<file path="config.mk">
export PLATFORM = sky130hd
export DESIGN_NAME = sync_fifo_ctrl_flat
export DESIGN_NICKNAME = d
export VERILOG_FILES = /design/src/rtl/sync_fifo_pkg.sv /design/src/rtl/sync_fifo_ctrl_if.sv /design/src/rtl/sync_fifo_ctrl_ram.sv /design/src/rtl/sync_fifo_ctrl.sv /design/src/flat_wrapper.sv
export SDC_FILE = /design/constraint.sdc
export NUM_CORES = 1
export LEC_CHECK = 0
export ABC_AREA = 1
export CORE_MARGIN = 2
export CORE_UTILIZATION = 60
export DETAILED_ROUTE_END_ITERATION = 8
export GPL_TIMING_DRIVEN = 0
export PLACE_DENSITY = 0.79
export REMOVE_ABC_BUFFERS = 1
export SYNTH_ARGS = -nofsm -noshare
export SYNTH_HDL_FRONTEND = slang
export SYNTH_SLANG_ARGS = --single-unit
</file>
<file path="constraint.sdc">
create_clock -name clk -period 3 [get_ports clk]
set_input_delay 0.9 -clock clk [delete_from_list [all_inputs] [get_ports clk]]
set_output_delay 0.9 -clock clk [all_outputs]
set_load 0.02 [all_outputs]
</file>
<file path="src/rtl/sync_fifo_pkg.sv">
// Shared sizing helpers for the synchronous FIFO controller.
package sync_fifo_pkg;

  // Pointer width: address bits plus one wrap bit.
  function automatic int ptr_w(input int depth);
    return $clog2(depth) + 1;
  endfunction

  function automatic bit is_pow2(input int depth);
    return (depth > 0) && ((depth & (depth - 1)) == 0);
  endfunction

endpackage

</file>
<file path="src/rtl/sync_fifo_ctrl_if.sv">
// Handshake bundle between FIFO requesters (master) and the FIFO storage (slave).
interface fifo_if
  import sync_fifo_pkg::*;
#(
  parameter int WIDTH = 8,
  parameter int DEPTH = 16
);
  localparam int CW = ptr_w(DEPTH);

  logic             wr_en;
  logic [WIDTH-1:0] wr_data;
  logic             rd_en;
  logic [WIDTH-1:0] rd_data;
  logic             rd_valid;
  logic             full;
  logic             empty;
  logic             almost_full;
  logic             almost_empty;
  logic [CW-1:0]    count;
  logic             overflow;
  logic             underflow;

  modport master (
    output wr_en, wr_data, rd_en,
    input  rd_data, rd_valid, full, empty, almost_full, almost_empty,
           count, overflow, underflow
  );

  modport slave (
    input  wr_en, wr_data, rd_en,
    output rd_data, rd_valid, full, empty, almost_full, almost_empty,
           count, overflow, underflow
  );
endinterface

</file>
<file path="src/rtl/sync_fifo_ctrl_ram.sv">
// Simple dual-port RAM: synchronous write, registered read with enable.
module fifo_ram #(
  parameter int WIDTH = 8,
  parameter int DEPTH = 16,
  parameter int AW    = $clog2(DEPTH)
) (
  input  logic             clk,
  input  logic             rst,
  input  logic             we,
  input  logic [AW-1:0]    waddr,
  input  logic [WIDTH-1:0] wdata,
  input  logic             re,
  input  logic [AW-1:0]    raddr,
  output logic [WIDTH-1:0] rdata
);
  logic [WIDTH-1:0] mem [DEPTH];
  logic [WIDTH-1:0] rdata_reg;

  // Storage has no reset so it maps onto block RAM.
  always_ff @(posedge clk) begin
    if (we) begin
      mem[waddr] <= wdata;
    end
  end

  always_ff @(posedge clk) begin
    if (rst) begin
      rdata_reg <= '0;
    end else if (re) begin
      rdata_reg <= mem[raddr];
    end
  end

  assign rdata = rdata_reg;
endmodule

</file>
<file path="src/rtl/sync_fifo_ctrl.sv">
// Single-clock FIFO controller: pointers, occupancy, status flags and sticky error flags.
module sync_fifo_ctrl
  import sync_fifo_pkg::*;
#(
  parameter int WIDTH     = 8,
  parameter int DEPTH     = 16,
  parameter int AFULL_TH  = DEPTH - 2,
  parameter int AEMPTY_TH = 2
) (
  input  logic   clk,
  input  logic   rst,
  fifo_if.slave  bus
);
  localparam int PW = ptr_w(DEPTH);
  localparam int AW = PW - 1;
  localparam logic [PW-1:0] AFULL_C  = PW'(AFULL_TH);
  localparam logic [PW-1:0] AEMPTY_C = PW'(AEMPTY_TH);
  localparam logic [PW-1:0] ONE      = PW'(1);

  generate
    if (!is_pow2(DEPTH) || DEPTH < 4) begin : g_bad_depth
      $fatal(1, "sync_fifo_ctrl: DEPTH must be a power of 2 and at least 4");
    end
  endgenerate

  logic [PW-1:0] wr_ptr_reg, wr_ptr_next;
  logic [PW-1:0] rd_ptr_reg, rd_ptr_next;
  logic          rd_valid_reg, rd_valid_next;
  logic          overflow_reg, overflow_next;
  logic          underflow_reg, underflow_next;

  logic          full_w, empty_w;
  logic          push_ok, pop_ok;
  logic [PW-1:0] count_w;

  // Flags come only from registered pointers, so a same-cycle pop never frees room for a push.
  assign empty_w = (wr_ptr_reg == rd_ptr_reg);
  assign full_w  = (wr_ptr_reg[AW] != rd_ptr_reg[AW]) &&
                   (wr_ptr_reg[AW-1:0] == rd_ptr_reg[AW-1:0]);
  assign count_w = wr_ptr_reg - rd_ptr_reg;

  assign push_ok = bus.wr_en && !full_w;
  assign pop_ok  = bus.rd_en && !empty_w;

  always_comb begin
    wr_ptr_next    = wr_ptr_reg;
    rd_ptr_next    = rd_ptr_reg;
    rd_valid_next  = pop_ok;
    overflow_next  = overflow_reg  || (bus.wr_en && full_w);
    underflow_next = underflow_reg || (bus.rd_en && empty_w);
    if (push_ok) begin
      wr_ptr_next = wr_ptr_reg + ONE;
    end
    if (pop_ok) begin
      rd_ptr_next = rd_ptr_reg + ONE;
    end
  end

  always_ff @(posedge clk) begin
    if (rst) begin
      wr_ptr_reg    <= '0;
      rd_ptr_reg    <= '0;
      rd_valid_reg  <= 1'b0;
      overflow_reg  <= 1'b0;
      underflow_reg <= 1'b0;
    end else begin
      wr_ptr_reg    <= wr_ptr_next;
      rd_ptr_reg    <= rd_ptr_next;
      rd_valid_reg  <= rd_valid_next;
      overflow_reg  <= overflow_next;
      underflow_reg <= underflow_next;
    end
  end

  fifo_ram #(
    .WIDTH (WIDTH),
    .DEPTH (DEPTH),
    .AW    (AW)
  ) u_ram (
    .clk   (clk),
    .rst   (rst),
    .we    (push_ok && !rst),
    .waddr (wr_ptr_reg[AW-1:0]),
    .wdata (bus.wr_data),
    .re    (pop_ok && !rst),
    .raddr (rd_ptr_reg[AW-1:0]),
    .rdata (bus.rd_data)
  );

  assign bus.rd_valid     = rd_valid_reg;
  assign bus.full         = full_w;
  assign bus.empty        = empty_w;
  assign bus.count        = count_w;
  assign bus.almost_full  = (count_w >= AFULL_C);
  assign bus.almost_empty = (count_w <= AEMPTY_C);
  assign bus.overflow     = overflow_reg;
  assign bus.underflow    = underflow_reg;
endmodule

</file>
<file path="src/flat_wrapper.sv">
// flat-port wrapper written by rule: the top's interface ports become plain ports
module sync_fifo_ctrl_flat import sync_fifo_pkg::*;
#(
  parameter int WIDTH     = 8,
  parameter int DEPTH     = 16,
  parameter int AFULL_TH  = DEPTH - 2,
  parameter int AEMPTY_TH = 2
)
  (clk, rst, bus_wr_en, bus_wr_data, bus_rd_en, bus_rd_data, bus_rd_valid, bus_full, bus_empty, bus_almost_full, bus_almost_empty, bus_count, bus_overflow, bus_underflow);
  fifo_if #(.WIDTH(WIDTH), .DEPTH(DEPTH)) bus_i ();
  input  logic clk;
  input  logic rst;
  input wire logic [$bits(bus_i.wr_en)-1:0] bus_wr_en;
  input wire logic [$bits(bus_i.wr_data)-1:0] bus_wr_data;
  input wire logic [$bits(bus_i.rd_en)-1:0] bus_rd_en;
  output wire logic [$bits(bus_i.rd_data)-1:0] bus_rd_data;
  output wire logic [$bits(bus_i.rd_valid)-1:0] bus_rd_valid;
  output wire logic [$bits(bus_i.full)-1:0] bus_full;
  output wire logic [$bits(bus_i.empty)-1:0] bus_empty;
  output wire logic [$bits(bus_i.almost_full)-1:0] bus_almost_full;
  output wire logic [$bits(bus_i.almost_empty)-1:0] bus_almost_empty;
  output wire logic [$bits(bus_i.count)-1:0] bus_count;
  output wire logic [$bits(bus_i.overflow)-1:0] bus_overflow;
  output wire logic [$bits(bus_i.underflow)-1:0] bus_underflow;
  assign bus_i.wr_en = bus_wr_en;
  assign bus_i.wr_data = bus_wr_data;
  assign bus_i.rd_en = bus_rd_en;
  assign bus_rd_data = bus_i.rd_data;
  assign bus_rd_valid = bus_i.rd_valid;
  assign bus_full = bus_i.full;
  assign bus_empty = bus_i.empty;
  assign bus_almost_full = bus_i.almost_full;
  assign bus_almost_empty = bus_i.almost_empty;
  assign bus_count = bus_i.count;
  assign bus_overflow = bus_i.overflow;
  assign bus_underflow = bus_i.underflow;
  sync_fifo_ctrl #(.WIDTH(WIDTH), .DEPTH(DEPTH), .AFULL_TH(AFULL_TH), .AEMPTY_TH(AEMPTY_TH)) u_core (.clk(clk), .rst(rst), .bus(bus_i));
endmodule
</file>
==> impl_metrics.ini, run 1 <==
[critical_path]
crit_cells = 9
r2r_cells = 8
required_ns = 2.10
cp_num_buf_inv = 3
cp_max_fo = 3
timing.rr.end = u_core.u_ram.mem[9][3]$_DFFE_PP_
crit_path_end_kind = primary output
path_cells = inv_2 > ha_4 > inv_2 > fa_2 > xor2_1 > a21oi_1 > nand2_1 > nor2_1 > buf_4
rr_startpoint = u_core.wr_ptr_reg[1]$_SDFFE_PP0N_
start_kind = flop
crit_top_cell = inv_2
cp-endpoint = bus_almost_empty
r2r_slack_ns = 0.37
slowest_delay_ns = 0.37
crit_slowest_cell = fa_2
cp.arrival_ns = 2.18
path_class = flop to primary output
crit_path_start = u_core.wr_ptr_reg[0]$_SDFFE_PP0N_
critPathTopFamily = adder cells

[finish]
fin_cells = 839
largest_register_ffs = 128
final_core_util_pct = 71.91
multi_input_comb_area_um2 = 1924
final_layout_size_suffix_gt1_share_pct = 12.88
seq_area_um2 = 4279
diodes = 0
syn_to_final_growth_pct = 18.32
fillers = 717
final_nets = 708

[run_status]
violations = setup timing
status = complete, but fails checks

[synth]
yosysTopAreaCellShare_pct = 59.12
ys_types = 26
seq_area_frac_synth_pct = 65.59
yosys_warnings = 0
syn_area_um2 = 6501
synth_top_area_cell = edfxtp_1
synthCells = 644
synth.ff_latch_count = 149
synthTopCellsByArea = edfxtp_1 (59%), nand2_1 (12%), dfxtp_1 (6.5%), nand3_1 (5.8%), inv_1 (3.9%)
syn_avg_cell_area_um2 = 10.10

[timing]
final-max-slew-violation-count = 0
final-setup-viol-count = 2
fmax_ghz = 0.3246
fin_crit_ns = 3.081
worst_pin_slew_ns = 1.124
setup_slack_ns = -0.08064
rsz0062_at_grt = true
tns_ns = -0.1303
slew_headroom_pct = 24.96
hold_viol = 0
min_period_over_period_pct = 102.7
finClkSkew_ns = 0.01182

[clocking]
cts_buffers = 17
cts_sinks = 149
clk_latency_ns = 0.53
htreeDepth = 4
cts_tree = built
cts.clk_slew.worst_paths_ns = 0.07
cts_root_buf = clkbuf_8
clockBufferDepth = 2

[global_route]
grt.total_usage_pct = 28.94
grt_pass1_wl_um = 24380
antenna_found_initial = 0
overflow = 0
grt_max_degree = 67
first_global_vias = 4699

[place]
place.gp.congestion = 0.8521
io_buffer_count = 31
post-place-cells = 790
dp_hpwl_um = 8744

[job]
maxCapViolCount = 0

[routing]
detail_route.wl_per_cell_um = 19.41
ant_nets = 0
drt_wl_total_um = 16280
routed-via-count = 4845
drt_iter0_markers = 590
drc = 0
via_per_inst = 5.775
drtPass1Iterations = 6

[floorplan]
core-area_um2 = 10700
start_util_pct = 60.77
die_h_um = 108.1
die_x_um = 108.1
rows = 38
dieArea_um2 = 11680
io-pin-count = 32

[power_and_ir_drop]
leakage_nw = 3.065
power_mw = 5.373
powerDensity_nw_per_um2 = 698.5
max-vdd-ir-drop_mv = 0.4236

[worst_hold_path]
min_path_type = flop to flop
[Yosys cell counts]
cell	number
nor2_4	2
buf_2	13
nand4_1	1
o21a_1	1
inv_4	1
dfxtp_1	21
a21oi_1	25
nand2_2	6
edfxtp_1	128
clkbuf_1	8
nand2_1	201
fa_1	1
inv_1	67
ha_1	9
clkinv_1	2
nand2_4	1
buf_4	4
nor2_1	51
nand3_1	75
o21ai_0	12
inv_2	1
xor2_1	7
buf_6	1
o21ai_1	4
and3_1	1
nand2_8	1
[stage by stage]
stage          setup slack, ns  instance area (µm²)  hold WS, ns
2_1_floorplan           -1.054                 6365       0.4507
3_3_place_gp            -2.740                 6850       0.4381
3_5_place_dp            -1.902                 6873       0.4489
4_1_cts               -0.03820                 7649       0.4591
5_1_grt                -0.1545                 7692       0.4671
6_report              -0.08064                 7692       0.4594
[logic make-up (layout without fill, tap and decap cells)]
group	count (synthesis)	count (layout)	synth area share, %
AND/OR/NAND/NOR	339	339	21.92
adder cells (fa/ha/maj)	10	10	2.040
flip-flops	149	149	65.59
XOR/XNOR	7	7	0.9431
buffers and inverters	97	152	6.236
AO/OA/AOI/OAI	42	42	3.272
[layout make-up]
cell class | count | area share (%)
repair buffers | 48 | 5.904
inverters | 71 | 3.774
repair inverters | 1 | 0.1139
multi-input cells | 398 | 25.02
clock buffers | 17 | 5.384
clock inverters | 15 | 1.903
flip-flops and latches | 149 | 55.63
well taps | 140 | 2.277
[repair_timing]
action,CTS,global route
cloned,1,0
hold buffers,0,0
pin swaps,6,5
endpoints found under the setup margin,158,6
setup buffers,11,5
resized for setup,49,5
hold endpoints to repair,0,0
[layout by cell type (no fill, tap or decap), types with 2 or more instances in the layout]
master,n
a21oi_1,24
nor2_4,2
inv_6,5
buf_2,2
nand2_1,199
o21ai_1,4
dfxtp_2,3
xor2_1,5
clkinvlp_4,8
nand2_2,8
edfxtp_1,128
ha_1,5
dlygate4sd2_1,2
buf_6,2
nand3_1,74
clkbuf_2,2
clkinv_4,3
o21ai_0,12
clkbuf_16,16
inv_1,64
clkdlybuf4s50_1,23
ha_4,4
inv_2,3
buf_4,14
dfxtp_4,3
dfxtp_1,15
nor2_1,51
[worst min path at each step]
stage / start / endpoint / slack, ns / cells past startpoint
after detailed placement: u_core.bus.underflow$_SDFF_PP0_ / u_core.bus.underflow$_SDFF_PP0_ / 0.45 / 2
after floorplan: u_core.rd_ptr_reg[3]$_SDFFE_PP0N_ / u_core.rd_ptr_reg[3]$_SDFFE_PP0N_ / 0.45 / 2
after global routing: u_core.bus.underflow$_SDFF_PP0_ / u_core.bus.underflow$_SDFF_PP0_ / 0.47 / 2
after global placement: u_core.bus.underflow$_SDFF_PP0_ / u_core.bus.underflow$_SDFF_PP0_ / 0.44 / 2
final: u_core.bus.underflow$_SDFF_PP0_ / u_core.bus.underflow$_SDFF_PP0_ / 0.46 / 2
after CTS: u_core.bus.underflow$_SDFF_PP0_ / u_core.bus.underflow$_SDFF_PP0_ / 0.46 / 2
[report_power, final]
group | total, mW | switching [mW] | leakage, nW | internal (mW)
Clock | 2.02 | 0.905 | 0.252 | 1.12
Sequential | 2.33 | 0.0362 | 1.33 | 2.30
Combinational | 1.02 | 0.661 | 1.48 | 0.356
Total | 5.37 | 1.60 | 3.07 | 3.77
[metal layers]
layer	GRT usage (%)	wire, µm	part of all wire (%)	vias to the layer above
li1	-	-	-	2196
met1	36.89	6001	37	2290
met2	48.61	8122	50	293
met3	6.209	1534	9.4	66
met4	11.81	625	3.8	0
met5	0	0	0	-
[worst min-delay path, stage by stage, from the launching register on]
cell,delay [ns]
dfxtp_1,0.31
inv_1,0.05
a21oi_1,0.05
Note: power is estimated with default switching activity, not from simulation.
==> run 2, diff against run 1 <==
Settings changed: SLEW_MARGIN set to 10, TNS_END_PERCENT set to 5.
==> impl_metrics.ini, run 2 (same netlist as run 1, synthesis figures left out) <==
[run_status]
status = complete, but fails checks
violations = setup timing

[global_route]
grt.total_usage_pct = 29.58
first_global_vias = 4785
overflow = 0
antenna_found_initial = 0
grt_max_degree = 67
grt_pass1_wl_um = 24960

[timing]
hold_viol = 0
fmax_ghz = 0.3302
worst_pin_slew_ns = 1.140
final-setup-viol-count = 1
finClkSkew_ns = 0.009544
tns_ns = -0.02819
fin_crit_ns = 3.028
rsz0062_at_grt = true
final-max-slew-violation-count = 0
slew_headroom_pct = 23.87
min_period_over_period_pct = 100.9
setup_slack_ns = -0.02819

[critical_path]
rr_startpoint = u_core.rd_ptr_reg[0]$_SDFFE_PP0N_
r2r_slack_ns = 0.35
critPathTopFamily = adder cells
path_class = flop to primary output
crit_path_start = u_core.rd_ptr_reg[1]$_SDFFE_PP0N_
slowest_delay_ns = 0.40
path_cells = buf_12 > clkinv_16 > fa_2 > nand3_2 > nand2_2 > xor2_2 > nand2_1 > nor2_1 > buf_4
crit_cells = 9
start_kind = flop
timing.rr.end = u_core.u_ram.rdata[6]$_SDFFE_PP0P_
cp-endpoint = bus_almost_empty
required_ns = 2.10
crit_slowest_cell = fa_2
r2r_cells = 7
cp_num_buf_inv = 3
cp.arrival_ns = 2.13
crit_path_end_kind = primary output
cp_max_fo = 4

[place]
place.gp.congestion = 0.8521
dp_hpwl_um = 8775
io_buffer_count = 31

[finish]
final_layout_size_suffix_gt1_share_pct = 13.04
final_common_cell = nand2_1
final_nets = 707
final_core_util_pct = 72.37
diodes = 0
multi_input_comb_area_um2 = 1922
syn_to_final_growth_pct = 19.09
seq_area_um2 = 4280
final_cell_mix = nand2_1 (200), edfxtp_1 (128), nand3_1 (74)
fillers = 709
largest_register_ffs = 128

[floorplan]
core-area_um2 = 10700
start_util_pct = 60.77
io-pin-count = 32
die_h_um = 108.1
rows = 38
die_x_um = 108.1
dieArea_um2 = 11680

[power_and_ir_drop]
powerDensity_nw_per_um2 = 705.7
leakage_nw = 3.097
max-vdd-ir-drop_mv = 0.4908

[clocking]
cts_tree = built
clk_latency_ns = 0.54
htreeDepth = 4
cts_buffers = 17
cts_sinks = 149
cts_root_buf = clkbuf_8
clockBufferDepth = 2
cts.clk_slew.worst_paths_ns = 0.07
cts_hold_buf = 0

[job]
maxCapViolCount = 0

[routing]
detail_route.wl_per_cell_um = 19.63
drt_wl_total_um = 16450
drtPass1Iterations = 5
ant_nets = 0
routed-via-count = 4866
drt_iter0_markers = 513
drc = 0
via_per_inst = 5.807

[worst_hold_path]
min_path_type = flop to flop
run 2: worst min-delay path by stage:
stage	start	endpoint	cells past startpoint
after CTS	u_core.bus.underflow$_SDFF_PP0_	u_core.bus.underflow$_SDFF_PP0_	2
after floorplan	u_core.rd_ptr_reg[3]$_SDFFE_PP0N_	u_core.rd_ptr_reg[3]$_SDFFE_PP0N_	2
final	u_core.bus.overflow$_SDFF_PP0_	u_core.bus.overflow$_SDFF_PP0_	1
after global routing	u_core.bus.overflow$_SDFF_PP0_	u_core.bus.overflow$_SDFF_PP0_	1
after global placement	u_core.bus.underflow$_SDFF_PP0_	u_core.bus.underflow$_SDFF_PP0_	2
after detailed placement	u_core.bus.underflow$_SDFF_PP0_	u_core.bus.underflow$_SDFF_PP0_	2
run 2: cell type report:
class / instances / share of cell area (%)
sequential: 149 / 55.28
tap: 140 / 2.262
timing repair buffer: 47 / 5.947
clock inverter: 15 / 2.198
inverter: 71 / 3.927
clock buffer: 17 / 5.349
multi-input combinational: 398 / 24.82
timing repair inverter: 1 / 0.2101
run 2: per-layer routing:
| metal | share of wire, % | global-route usage, % |
|---|---|---|
| met1 | 36 | 35.68 |
| met2 | 50 | 49.82 |
| met3 | 9.8 | 7.113 |
| met4 | 4.2 | 15.02 |
| met5 | 0 | 0 |
run 2: repair_timing:
action                                  in CTS  in global routing
gates resized for setup                     49                  7
setup buffers                               12                  1
pin swaps                                    7                  5
gates cloned                                 2                  0
endpoints found under the setup margin     151                  7
run 2: through the flow:
stage	setup WS (ns)	hold slack, ns	instances	instance area, µm²	power, mW
2_1_floorplan	-1.054	0.4507	618	6365	2.900
3_3_place_gp	-2.740	0.4381	789	6850	3.217
3_5_place_dp	-1.408	0.4489	791	6893	3.259
4_1_cts	-0.01781	0.4591	837	7721	5.401
5_1_grt	-0.1121	0.4901	838	7742	5.620
6_report	-0.02819	0.4668	838	7742	5.464
run 2: report_power, final:
group / internal [mW] / switching, mW
Clock: 1.20 / 0.895
Sequential: 2.30 / 0.0310
Combinational: 0.368 / 0.670
Total: 3.87 / 1.60
